`src/rtl/instruction_sequencer_pkg.sv`:
```
// Shared instruction-format definitions for the sequencer and MasterController.
// Field order MSB->LSB: opcode[4], ins1[2], ins2[insW], ins3[insW], insLast[insD].
package instruction_sequencer_pkg;

    localparam logic [3:0] OP_NOP  = 4'b0000;
    localparam logic [3:0] OP_READ = 4'b0011;
    localparam logic [3:0] OP_HALT = 4'b1111;

    typedef enum logic [1:0] {
        IDLE  = 2'd0,
        RUN   = 2'd1,
        DRAIN = 2'd2
    } seqState_t;

    function automatic int insWOf(input int depth);
        return (depth > 2) ? depth : 2;
    endfunction

    function automatic int insDOf(input int depth, input int W);
        int d;
        d = 1 << depth;
        return (d > W) ? d : W;
    endfunction

    function automatic int insWidthOf(input int depth, input int W);
        return 4 + 2 + 2 * insWOf(depth) + insDOf(depth, W);
    endfunction

endpackage

```
`src/rtl/instruction_sequencer_skid.sv`:
```
// Output register with a one-entry skid buffer for the instruction stream.
// Latency: 1 cycle from memory word to instruction when not stalled.
// Backpressure: stall freezes the output; a word landing during stall parks in the skid.
module ins_skid_reg
    import instruction_sequencer_pkg::*;
#(
    parameter int insWidth = insWidthOf(3, 16)
) (
    input  logic                CLK,
    input  logic                RST,
    input  logic                wordValid,
    input  logic [insWidth-1:0] word,
    input  logic                stall,
    output logic [insWidth-1:0] instruction,
    output logic                insValid,
    output logic                skidFull
);

    logic [insWidth-1:0] skidWord;

    always_ff @(posedge CLK) begin
        if (RST) begin
            instruction <= '0;
            insValid    <= 1'b0;
            skidFull    <= 1'b0;
            skidWord    <= '0;
        end else if (stall) begin
            if (wordValid) begin
                skidFull <= 1'b1;
                skidWord <= word;
            end
        end else if (skidFull) begin
            instruction <= skidWord;
            insValid    <= 1'b1;
            skidFull    <= 1'b0;
        end else begin
            // an empty slot always presents NOP so the controller never sees stale words
            instruction <= wordValid ? word : '0;
            insValid    <= wordValid;
        end
    end

endmodule

```
`src/rtl/instruction_sequencer.sv`:
```
// Fetches progLen words from instruction memory and streams them to the MasterController.
// Latency: first instruction 2 cycles after start (memory read + output register).
// Backpressure: stall holds the output and pc; the in-flight word waits in the skid.
module instruction_sequencer
    import instruction_sequencer_pkg::*;
#(
    parameter  int depth    = 3,
    parameter  int W        = 16,
    parameter  int Ai       = 8,
    localparam int insWidth = insWidthOf(depth, W)
) (
    input  logic                CLK,
    input  logic                RST,
    input  logic                start,
    input  logic [Ai-1:0]       progLen,
    output logic [Ai-1:0]       imemAddr,
    input  logic [insWidth-1:0] imemData,
    output logic [insWidth-1:0] instruction,
    output logic                insValid,
    input  logic                stall,
    input  logic [W-1:0]        dataOut,
    output logic [W-1:0]        resData,
    output logic                resValid,
    output logic                busy,
    output logic                done
);

    seqState_t     state, stateNext;
    logic [Ai-1:0] pc, pcNext, lastPc, lastPcNext;
    logic          rdValid, skidFull, fetch, lastFetch, haltArrive, doneNext, readPend;

    assign imemAddr   = pc;
    assign busy       = (state != IDLE);
    assign haltArrive = rdValid && (imemData[insWidth-1 -: 4] == OP_HALT);

    always_comb begin
        stateNext  = state;
        pcNext     = pc;
        lastPcNext = lastPc;
        fetch      = 1'b0;
        lastFetch  = 1'b0;
        doneNext   = 1'b0;
        case (state)
            IDLE: begin
                if (start) begin
                    if (progLen == '0) begin
                        doneNext = 1'b1;
                    end else begin
                        fetch      = 1'b1;
                        lastPcNext = progLen - Ai'(1);
                        lastFetch  = (progLen == Ai'(1));
                        stateNext  = lastFetch ? DRAIN : RUN;
                        if (!lastFetch) pcNext = pc + Ai'(1);
                    end
                end
            end
            RUN: begin
                // a HALT landing from memory cancels the fetch of the following address
                if (haltArrive) begin
                    stateNext = DRAIN;
                end else if (!stall) begin
                    fetch     = 1'b1;
                    lastFetch = (pc == lastPc);
                    stateNext = lastFetch ? DRAIN : RUN;
                    if (!lastFetch) pcNext = pc + Ai'(1);
                end
            end
            DRAIN: begin
                if (!rdValid && !skidFull && insValid && !stall) begin
                    doneNext  = 1'b1;
                    stateNext = IDLE;
                    pcNext    = '0;
                end
            end
            default: stateNext = IDLE;
        endcase
    end

    always_ff @(posedge CLK) begin
        if (RST) begin
            state    <= IDLE;
            pc       <= '0;
            lastPc   <= '0;
            rdValid  <= 1'b0;
            done     <= 1'b0;
            readPend <= 1'b0;
            resData  <= '0;
            resValid <= 1'b0;
        end else begin
            state    <= stateNext;
            pc       <= pcNext;
            lastPc   <= lastPcNext;
            rdValid  <= fetch;
            done     <= doneNext;
            readPend <= insValid && !stall && (instruction[insWidth-1 -: 4] == OP_READ);
            resValid <= readPend;
            if (readPend) resData <= dataOut;
        end
    end

    ins_skid_reg #(.insWidth(insWidth)) u_skid (
        .CLK        (CLK),
        .RST        (RST),
        .wordValid  (rdValid),
        .word       (imemData),
        .stall      (stall),
        .instruction(instruction),
        .insValid   (insValid),
        .skidFull   (skidFull)
    );

endmodule
```
`config.mk`:
```
export PLATFORM = sky130hd
export DESIGN_NAME = instruction_sequencer
export DESIGN_NICKNAME = d
export VERILOG_FILES = /design/src/rtl/instruction_sequencer_pkg.sv /design/src/rtl/instruction_sequencer_skid.sv /design/src/rtl/instruction_sequencer.sv
export SDC_FILE = /design/constraint.sdc
export NUM_CORES = 1
export LEC_CHECK = 0
export CAP_MARGIN = 20
export CELL_PAD_IN_SITES_DETAIL_PLACEMENT = 0
export CELL_PAD_IN_SITES_GLOBAL_PLACEMENT = 1
export CORE_UTILIZATION = 46
export CTS_CLUSTER_SIZE = 16
export DETAILED_ROUTE_END_ITERATION = 10
export DONT_BUFFER_PORTS = 1
export MAX_ROUTING_LAYER = met4
export PLACE_DENSITY = 0.86
export SYNTH_ARGS = -nofsm -noshare
export SYNTH_HDL_FRONTEND = slang
export SYNTH_SLANG_ARGS = --single-unit
export TNS_END_PERCENT = 10
```
`constraint.sdc`:
```
create_clock -name CLK -period 1.8 [get_ports CLK]
set_input_delay 0.36 -clock CLK [delete_from_list [all_inputs] [get_ports CLK]]
set_output_delay 0.36 -clock CLK [all_outputs]
set_load 0.05 [all_outputs]
```
==> results of run 1 <==
per-layer routing:
metal	share of wire	vias to the layer above	global-route usage
met5	0	-	-
met4	0.011	0	0.0723
met3	0.062	11	0.0616
met2	0.48	88	0.319
met1	0.44	1549	0.247
li1	-	1665	-
layout make-up:
cell class	instances	area [µm²]
clock buffer	9	124
clock inverter	7	88.8
fill	820	4220
inverter	10	37.5
multi-input combinational	347	1990
sequential	96	1930
tap	108	135
timing repair buffer	21	158
critical path: stages (launching register included):
cell	delay, ps
dfxtp_2	360
xnor2_1	120
nand4_1	170
o21ai_2	80
a22oi_2	340
nand3_1	190
o41ai_1	270
worst max-delay path by stage:
stage	slack [ps]	end	from
floorplan	0.5	imemAddr[0]$_SDFFE_PP0P_	imemAddr[7]$_SDFFE_PP0P_
global placement	120	imemAddr[3]$_SDFFE_PP0P_	progLen[5]
detailed placement	60	imemAddr[5]$_SDFFE_PP0P_	progLen[1]
CTS	80	busy	state[0]$_SDFFE_PP0P_
global route	40	lastPc[0]$_SDFFE_PP0P_	state[1]$_SDFFE_PP0P_
finish	170	imemAddr[5]$_SDFFE_PP0P_	imemAddr[1]$_SDFFE_PP0P_
through the flow:
step           area (µm²)  utilization  hold WS, ps
6_report             4460        0.514         66.9
5_1_grt              4460        0.514         35.4
4_1_cts              4460        0.514         36.4
3_5_place_dp         4250        0.490          439
3_3_place_gp         4250        0.490          435
2_1_floorplan        4100            -          436
cell usage in the layout, fill, tap and decap left out, types with 6 or more instances in the layout:
cell type	n
a21oi_1	53
a221o_1	18
buf_4	21
clkbuf_8	9
dfxtp_1	88
dfxtp_2	8
inv_1	10
mux2i_1	16
nand2_1	76
nand3_1	6
nor2_1	84
nor3_1	7
o21ai_0	20
xnor2_1	11
flip-flops by register name, indices dropped and copies added (netlist names):
signal,flops
imemAddr,8
u_skid.skidWord,28
resValid,1
u_skid.skidFull,1
lastPc,8
rdValid,1
u_skid.insValid,1
state,2
u_skid.instruction,28
done,1
readPend,1
resData,16
power by group through the flow:
stage	clock, W	combinational, W	sequential, W
after floorplan	0	0.000634	0.00255
after global placement	0	0.000765	0.00253
after detailed placement	0	0.000782	0.00253
after CTS	0.00154	0.000784	0.00248
after global routing	0.00164	0.000863	0.00251
final	0.00149	0.000783	0.00248
cells by family after synthesis:
kind of cell / after synthesis / synth area share
AOI/OAI and AO/OA: 120 / 0.201
xor gates and xnor gates: 16 / 0.0342
adders and majority gates: 4 / 0.0122
buffers and inverters: 44 / 0.0449
DFF: 96 / 0.469
muxes: 17 / 0.0419
and+or+nand+nor: 190 / 0.197
==> results.cfg, run 1 <==
[logic_synthesis]
synthTopCellsByArea = dfxtp_1 (47%), nor2_1 (7.7%), nand2_1 (7.0%), a21oi_1 (6.5%), a221o_1 (4.4%)
netlist_top_cells_count = dfxtp_1 (96), nor2_1 (84), nand2_1 (76)
syn-num-nets = 547
ys_seq_elements = 96
ys_seq_area_frac = 0.469
synth_top_cell_area_share = 0.469
postSynthAreaPerCell_um2 = 8.41
synth_cell_types = 44
yosys.cell_count.top_type = dfxtp_1
yosysWarnings = 0
async_flop_share = 0
synth_cells = 487
synth_edf_count = 0
synth_ff_type = dfxtp_1
yosys.area.top_type = dfxtp_1
syn-cell-area_um2 = 4090

[timing]
fmax_mhz = 612
rsz0062_at_grt = false
clock_skew_ps = 9.07
report.final.hold_viol_count = 0
drv_slew = 0
slew_headroom = 0.578
tightest_slew_ps = 632
layout_min_cycle_time_ps = 1630
report.final.setup_viol = 0
fin_ws_ps = 167
tns_ps = 0
fin_crit_sh = 0.907

[pwr]
vdd_drop_max_v = 0.000463
intPower_w = 0.00324
power_switching_w = 0.00152
power_frac_clock = 0.313
p_comb_frac = 0.165
finalPower_w = 0.00476
swShare = 0.319
p_per_area_nw_per_um2 = 1070
p_leak_nw = 1.66
seqPwrFrac = 0.522

[setup_path]
startpoint_type = register
cp.arrival_ps = 1890
endpoint_kind = register
rrSetupSlack_ps = 170
worstPathRequired_ps = 2050
rr_worst_depth = 6
r2r-start = imemAddr[1]$_SDFFE_PP0P_
crit_fanout = 5
critical_path_class = register to register
worstReg2RegEnd = imemAddr[5]$_SDFFE_PP0P_

[min_path]
hold_path.class = input port to register
hold_path_depth = 1
holdPathEnd = lastPc[2]$_SDFFE_PP0P_
min_from = RST

[clock_network]
clk_pin_slew_ps = 100
cts_buffers = 9
cts_buffer_depth = 2
cts_resized = 0
clk_latency_ps = 360
h-tree-depth = 3
cts_sinks = 96
cts-root-buf = clkbuf_8
cts_hold_buf = 0
cts_tree = done
postCtsSetupBuffers = 0

[flow_run]
cap_violations = 0

[floorplanning]
die_h_um = 96.3
fp.dieW_um = 96.3
core-area_um2 = 8680
start_util = 0.472
rows = 34
io_pins = 112
die-area_um2 = 9280

[detailed_routing]
drc = 0
ant_nets = 0
drt-pass1-iter-count = 4
wl_um = 9120
drt-vias-per-instance = 5.54
routedWlPerCell_um = 15.2
first_iter_violations = 111
vias = 3313

[place]
place_ws_ps = 56.5
hpwl_um = 6060
gp_routability_congestion = 0.770
io_buffers = 0
place_inst = 582

[cells_and_area]
drive_above_1_share = 0.120
final_nets = 545
antenna_cells = 0
final_cells = 598
syn_to_final_growth_pct = 9.02

[global_routing]
antenna_found_initial = 0
grt_pass1_wl_um = 14100
grt_overflow = 0
grt_start_max_net_pins = 97
grt_pass1_vias = 3052
grt_use_total = 0.203

[status]
outcome = complete, no violations
Note: power is estimated with default switching activity, not from simulation.
==> run 2, diff against run 1 <==
--- a/config.mk
+++ b/config.mk
@@ -12,6 +12,7 @@
 export CTS_CLUSTER_SIZE = 16
 export DETAILED_ROUTE_END_ITERATION = 10
 export DONT_BUFFER_PORTS = 1
+export HOLD_SLACK_MARGIN = 0.05
 export MAX_ROUTING_LAYER = met4
 export PLACE_DENSITY = 0.86
 export SYNTH_ARGS = -nofsm -noshare
==> results.cfg, run 2 (synthesis results as in run 1) <==
[setup_path]
r2r-start = imemAddr[0]$_SDFFE_PP0P_
worstPathRequired_ps = 2060
crit_fanout = 5
cp-startpoint = imemAddr[0]$_SDFFE_PP0P_
critical_path_class = register to register
endpoint_kind = register
cp.arrival_ps = 1910
startpoint_type = register

[clock_network]
clk_pin_slew_ps = 100
cts-root-buf = clkbuf_8
cts_tree = done
clk_latency_ps = 360
h-tree-depth = 3
cts_buffers = 9
cts_sinks = 96
cts_buffer_depth = 2

[detailed_routing]
vias = 3350
ant_nets = 0
routedWlPerCell_um = 16.0
wl_um = 9610
first_iter_violations = 119
drt-vias-per-instance = 5.56
drt-pass1-iter-count = 4
drc = 0

[floorplanning]
start_util = 0.472
fp.dieW_um = 96.3
rows = 34
die_h_um = 96.3
io_pins = 112
die-area_um2 = 9280
core-area_um2 = 8680

[place]
gp_routability_congestion = 0.770
hpwl_um = 6060
io_buffers = 0

[cells_and_area]
final_nets = 549
largest_registers = u_skid.instruction (28), u_skid.skidWord (28), resData (16)
syn_to_final_growth_pct = 10.4
antenna_cells = 0
final_common_cell = dfxtp_1
drive_above_1_share = 0.121
mostFrequentLayoutCells = dfxtp_1 (88), nor2_1 (84), nand2_1 (76)

[timing]
tns_ps = 0
slew_headroom = 0.345
drv_slew = 0
clock_skew_ps = 8.67
rsz0062_at_grt = false
fin_crit_sh = 0.917
report.final.hold_viol_count = 0
tightest_slew_ps = 979
fmax_mhz = 606
report.final.setup_viol = 0
layout_min_cycle_time_ps = 1650

[global_routing]
grt_pass1_wl_um = 14800
antenna_found_initial = 0
grt_use_total = 0.217
grt_pass1_vias = 3186
grt_start_max_net_pins = 59
grt_overflow = 0

[min_path]
hold_path.class = input port to register
min_from = RST

[flow_run]
cap_violations = 0

[pwr]
p_leak_nw = 1.69
vdd_drop_max_v = 0.000463
p_per_area_nw_per_um2 = 1060
finalPower_w = 0.00481

[status]
outcome = complete, no violations
==> run 2: worst paths after layout <==
check,end,slack (ps),cells after the start
max,imemAddr[0]$_SDFFE_PP0P_,150,6
min,u_skid.skidWord[13]$_SDFFE_PP0P_,80,1
max reg2reg,imemAddr[0]$_SDFFE_PP0P_,150,6
min reg2reg,u_skid.skidWord[17]$_SDFFE_PP0P_,460,2
==> run 2: area by class of cell <==
cell class	count	area [µm²]
fill	813	4160
multi-input combinational	347	1990
sequential	96	1930
timing repair buffer	25	215
tap	108	135
clock buffer	9	124
clock inverter	7	88.8
inverter	10	37.5
==> run 2: per-layer routing <==
metal,vias to the layer above,routed length (µm),GRT usage
met3,13,661,0.0616
met4,0,170,0.0846
met2,95,4630,0.350
met5,-,0,-
li1,1674,-,-
met1,1568,4150,0.254
==> run 2: per-stage QoR <==
step | util | hold slack [ps] | instances | cell area [µm²] | setup slack [ps]
floorplan | - | 436 | 487 | 4100 | 0.486
global placement | 0.490 | 435 | 582 | 4250 | 118
detailed placement | 0.490 | 439 | 582 | 4250 | 56.5
CTS | 0.521 | 52.4 | 602 | 4520 | 76.2
global route | 0.521 | 52.6 | 602 | 4520 | 48.0
finish | 0.521 | 76.4 | 602 | 4520 | 149
==> run 2: report_power, final <==
part | internal, W | total, W | switching, W
logic | 0.000317 | 0.000832 | 0.000515
clock network | 0.000676 | 0.00149 | 0.000816
registers | 0.00226 | 0.00249 | 0.000229
total | 0.00325 | 0.00481 | 0.00156
==> run 2: timing repair <==
| item | in CTS | in global routing |
|---|---|---|
| endpoints found under the hold margin | 58 | 0 |
| resized for setup | 0 | 1 |
| setup buffers | 0 | 0 |
| setup endpoints to repair | 0 | 6 |
| hold buffers | 4 | 0 |
==> run 2: critical path, stage by stage (launching register included) <==
cell and delay [ps]:
dfxtp_2 400, xnor2_1 130, nand4_1 210, o21ai_0 270, a211o_2 200, inv_1 80
mux2_2 260
==> run 3, diff against run 2 <==
--- a/config.mk
+++ b/config.mk
@@ -8,13 +8,14 @@
 export CAP_MARGIN = 20
 export CELL_PAD_IN_SITES_DETAIL_PLACEMENT = 0
 export CELL_PAD_IN_SITES_GLOBAL_PLACEMENT = 1
-export CORE_UTILIZATION = 46
+export CORE_UTILIZATION = 41
 export CTS_CLUSTER_SIZE = 16
 export DETAILED_ROUTE_END_ITERATION = 10
 export DONT_BUFFER_PORTS = 1
+export GPL_TIMING_DRIVEN = 0
 export HOLD_SLACK_MARGIN = 0.05
 export MAX_ROUTING_LAYER = met4
-export PLACE_DENSITY = 0.86
+export PLACE_DENSITY = 0.81
 export SYNTH_ARGS = -nofsm -noshare
 export SYNTH_HDL_FRONTEND = slang
 export SYNTH_SLANG_ARGS = --single-unit
==> constraint.sdc (replaced) <==
create_clock -name CLK -period 1.4 [get_ports CLK]
set_input_delay 0.28 -clock CLK [delete_from_list [all_inputs] [get_ports CLK]]
set_output_delay 0.28 -clock CLK [all_outputs]
set_load 0.05 [all_outputs]
==> results.cfg, run 3 (synthesis results as in run 1) <==
[timing]
fin_ws_ps = -321
rsz0062_at_grt = true
fmax_mhz = 581
tightest_slew_ps = 639
holdWs_ps = 62.6
report.final.hold_viol_count = 0
drv_slew = 0
clock_skew_ps = 7.86
report.final.setup_viol = 10
fin_crit_sh = 1.23
slew_headroom = 0.574
layout_min_cycle_time_ps = 1720

[floorplanning]
fp.dieW_um = 102
core-area_um2 = 9730
io_pins = 112
die-area_um2 = 10400
start_util = 0.421
die_h_um = 102
rows = 36

[detailed_routing]
vias = 3590
ant_nets = 0
routedWlPerCell_um = 16.2
first_iter_violations = 113
wl_um = 10900
drt-pass1-iter-count = 4
drt-vias-per-instance = 5.33
drc = 0

[cells_and_area]
mostFrequentLayoutCells = dfxtp_1 (84), nor2_1 (82), nand2_1 (75)
drive_above_1_share = 0.135
largest_registers = u_skid.instruction (28), u_skid.skidWord (28), resData (16)
final_nets = 596
final_cells = 674
antenna_cells = 0
syn_to_final_growth_pct = 23.1
fin_util = 0.518
final_common_cell = dfxtp_1
stdcell_area_um2 = 5040

[clock_network]
cts_tree = done
clk_latency_ps = 370
cts-root-buf = clkbuf_8
h-tree-depth = 3
cts_buffer_depth = 2
cts_sinks = 96
postCtsSetupBuffers = 0
clk_pin_slew_ps = 90
cts_buffers = 9

[setup_path]
worstReg2RegEnd = imemAddr[0]$_SDFFE_PP0P_
critical_path_class = register to register
rrSetupSlack_ps = -320
cp-startpoint = imemAddr[6]$_SDFFE_PP0P_
endpoint_kind = register
r2r-start = imemAddr[6]$_SDFFE_PP0P_
worstPathRequired_ps = 1660
crit_fanout = 5
rr_worst_depth = 6
startpoint_type = register
cp-endpoint = imemAddr[0]$_SDFFE_PP0P_
cp.arrival_ps = 1980

[pwr]
p_per_area_nw_per_um2 = 1300
p_leak_nw = 1.87
vdd_drop_max_v = 0.000607

[status]
violations = negative setup slack
outcome = finished with violations

[global_routing]
antenna_found_initial = 0
grt_start_max_net_pins = 18
grt_use_total = 0.217
grt_pass1_vias = 3545
grt_pass1_wl_um = 16800
grt_overflow = 0

[flow_run]
cap_violations = 0

[place]
io_buffers = 0
place_ws_ps = -443
place_area_um2 = 4290
hpwl_um = 7330
place_inst = 620
gp_routability_congestion = 0.770

[min_path]
hold_path.class = input port to register
[run 3: cell types whose count changed in the layout (fill, tap and decap cells not counted), sizes merged]
cell         change
dlygate4sd3     +35
inv              -1
buf              -6
bufinv           +1
clkbuf          +18
[run 3: worst min-delay path by stage]
| stage | cells after the start | from | end | slack, ps |
|---|---|---|---|---|
| after floorplan | 1 | progLen[0] | lastPc[0]$_SDFFE_PP0P_ | 370 |
| after global placement | 1 | progLen[0] | lastPc[0]$_SDFFE_PP0P_ | 380 |
| after detailed placement | 1 | progLen[0] | lastPc[0]$_SDFFE_PP0P_ | 380 |
| after CTS | 2 | dataOut[14] | resData[14]$_SDFFE_PP0P_ | 50 |
| after global routing | 2 | dataOut[13] | resData[13]$_SDFFE_PP0P_ | 50 |
| final | 2 | dataOut[14] | resData[14]$_SDFFE_PP0P_ | 60 |
[run 3: report_power, final]
group / internal, W / leakage, nW / switching (W)
clock: 0.00103 / 0.110 / 0.00104
combinational: 0.000514 / 0.971 / 0.000697
sequential: 0.00290 / 0.790 / 0.000367
[run 3: worst max-delay path, stage by stage (launching register included)]
cell,delay [ps]
dfxtp_4,490
xnor2_2,130
nand4_1,210
o21ai_1,230
a211o_2,210
inv_1,90
mux2_2,260
[run 3: what timing repair did]
item                       CTS  global route
setup endpoints to repair   71            59
hold endpoints to repair    37             1
hold buffers                37             1
gates cloned                 0             0
resized for setup           28            19
pin swaps                    7             4
[run 3: final cells by class]
| type | count | area, µm² |
|---|---|---|
| plain buffers | 34 | 205 |
| clock buffers | 9 | 124 |
| clock inverters | 7 | 103 |
| fillers | 950 | 4690 |
| inverters | 10 | 40.0 |
| multi-input cells | 347 | 2070 |
| flip-flops and latches | 96 | 1960 |
| well taps | 133 | 166 |
| repair buffers | 38 | 380 |
[run 3: metrics by stage]
| step | setup TNS (ps) | total power, W |
|---|---|---|
| final | -2310 | 0.00654 |
| after global routing | -3240 | 0.00683 |
| after CTS | -2350 | 0.00654 |
| after detailed placement | -24230 | 0.00434 |
| after global placement | -22180 | 0.00431 |
| after floorplan | -1980 | 0.00409 |
[run 3: metal layers]
| layer | GRT usage | vias up | part of all wire |
|---|---|---|---|
| met2 | 0.352 | 137 | 0.49 |
| met3 | 0.0513 | 15 | 0.072 |
| met4 | 0.0901 | 0 | 0.015 |
| met5 | - | - | 0 |
| met1 | 0.258 | 1668 | 0.42 |
| li1 | - | 1770 | - |
==> variant: new RTL, config.mk and constraints of run 2 <==
Set the parameter `depth` to 4 (it was 3).
--- a/src/rtl/instruction_sequencer.sv
+++ b/src/rtl/instruction_sequencer.sv
@@ -6,3 +6,3 @@
 #(
-    parameter  int depth    = 3,
+    parameter  int depth    = 4,
     parameter  int W        = 16,
Ports: changed (resized imemData and instruction); port bits go from 112 to 116. The function was not compared with the original's and may differ.
==> variant against run 2 <==
  * First-iteration DRC count up 8.4%
  * Clock skew is 0.00082 ns higher
  * Global-route usage up 1.2 points
  * Total power up 0.93%
  * Sequential cell count is 4 higher
  * Routed wire length up 4.9%
  * Area after synthesis is 2.0% higher
  * Maximum frequency fell by 3.1%
  * Non-clock buffer count rose by 2
  * Synthesized cell count is 2.3% higher
  * Setup slack lost 0.053 ns
  * Final area up 2.4%
  * Die area increased by 1.9%
  * Largest cell class unchanged
==> variant: results <==
[critical_path]
critPathSlowestCell = dfxtp_1
cp-endpoint = imemAddr[2]
crit_fanout = 4
r2r_start = rdValid

[grt]
grt_first_pass_wirelength_um = 16900
grtUsageMet2_pct = 37.7
grt_use_total_pct = 22.9
grt_use_met1_pct = 27.8
grt_pass1_vias = 3434
use_met3_pct = 5.25

[routing]
wl_met1_um = 4480
wl_met2_um = 4830
met3WireLength_um = 615
drt_iter0_markers = 129

[placed_design]
place.gp.congestion = 0.880
dp_hpwl_um = 6310
place_inst = 593

[clocking]
clock_sinks = 100

[run_status]
outcome = finished, final reports clean

[final_layout]
multi_input_gates = 355
inv_count = 9
buffer_area_share_pct = 4.97
nNetsFinal = 564
multi_input_area_share_pct = 43.6
area_growth_pct = 10.9
top_regs = u_skid.instruction (30), u_skid.skidWord (30), resData (16)

[timing]
whs_ns = 0.0713
period_needed_ns = 1.70
tightestPinTransition_ns = 0.782

[pwr]
pg_clk_w = 0.00145
p_int_w = 0.00332
p_leak_nw = 1.70

[logic_synthesis]
yosysSeqAreaShare_pct = 48.0
synth_common_cells = dfxtp_1 (100), nand2_1 (82), nor2_1 (81)
synth_cell_types = 40
[variant: cell count changes in the layout (fill, tap and decap cells not counted), moves of 3 or more]
| cell | before | now |
|---|---|---|
| a211oi_1 | 4 | 9 |
| o21ai_1 | 0 | 3 |
| a31oi_1 | 3 | 0 |
| a211oi_2 | 5 | 0 |
| nor2_1 | 84 | 81 |
| nand2_1 | 76 | 82 |
| dlygate4sd3_1 | 3 | 6 |
| dfxtp_1 | 88 | 91 |
| o21ai_0 | 20 | 24 |
| a221o_1 | 18 | 22 |
[variant: cell families after synthesis]
logic type	count (synthesis)	share of synthesized area, %
buf+inv	43	3.93
compound gates	127	20.2
mux	17	4.11
flops	100	48.0
simple gates	191	19.3
xor+xnor	16	3.36
fa+ha+maj	4	1.20
[variant: timing repair]
action / CTS / global route
resized for setup: 0 / 3
endpoints found under the setup margin: 0 / 25
hold buffers: 6 / 0
hold endpoints to repair: 17 / 0
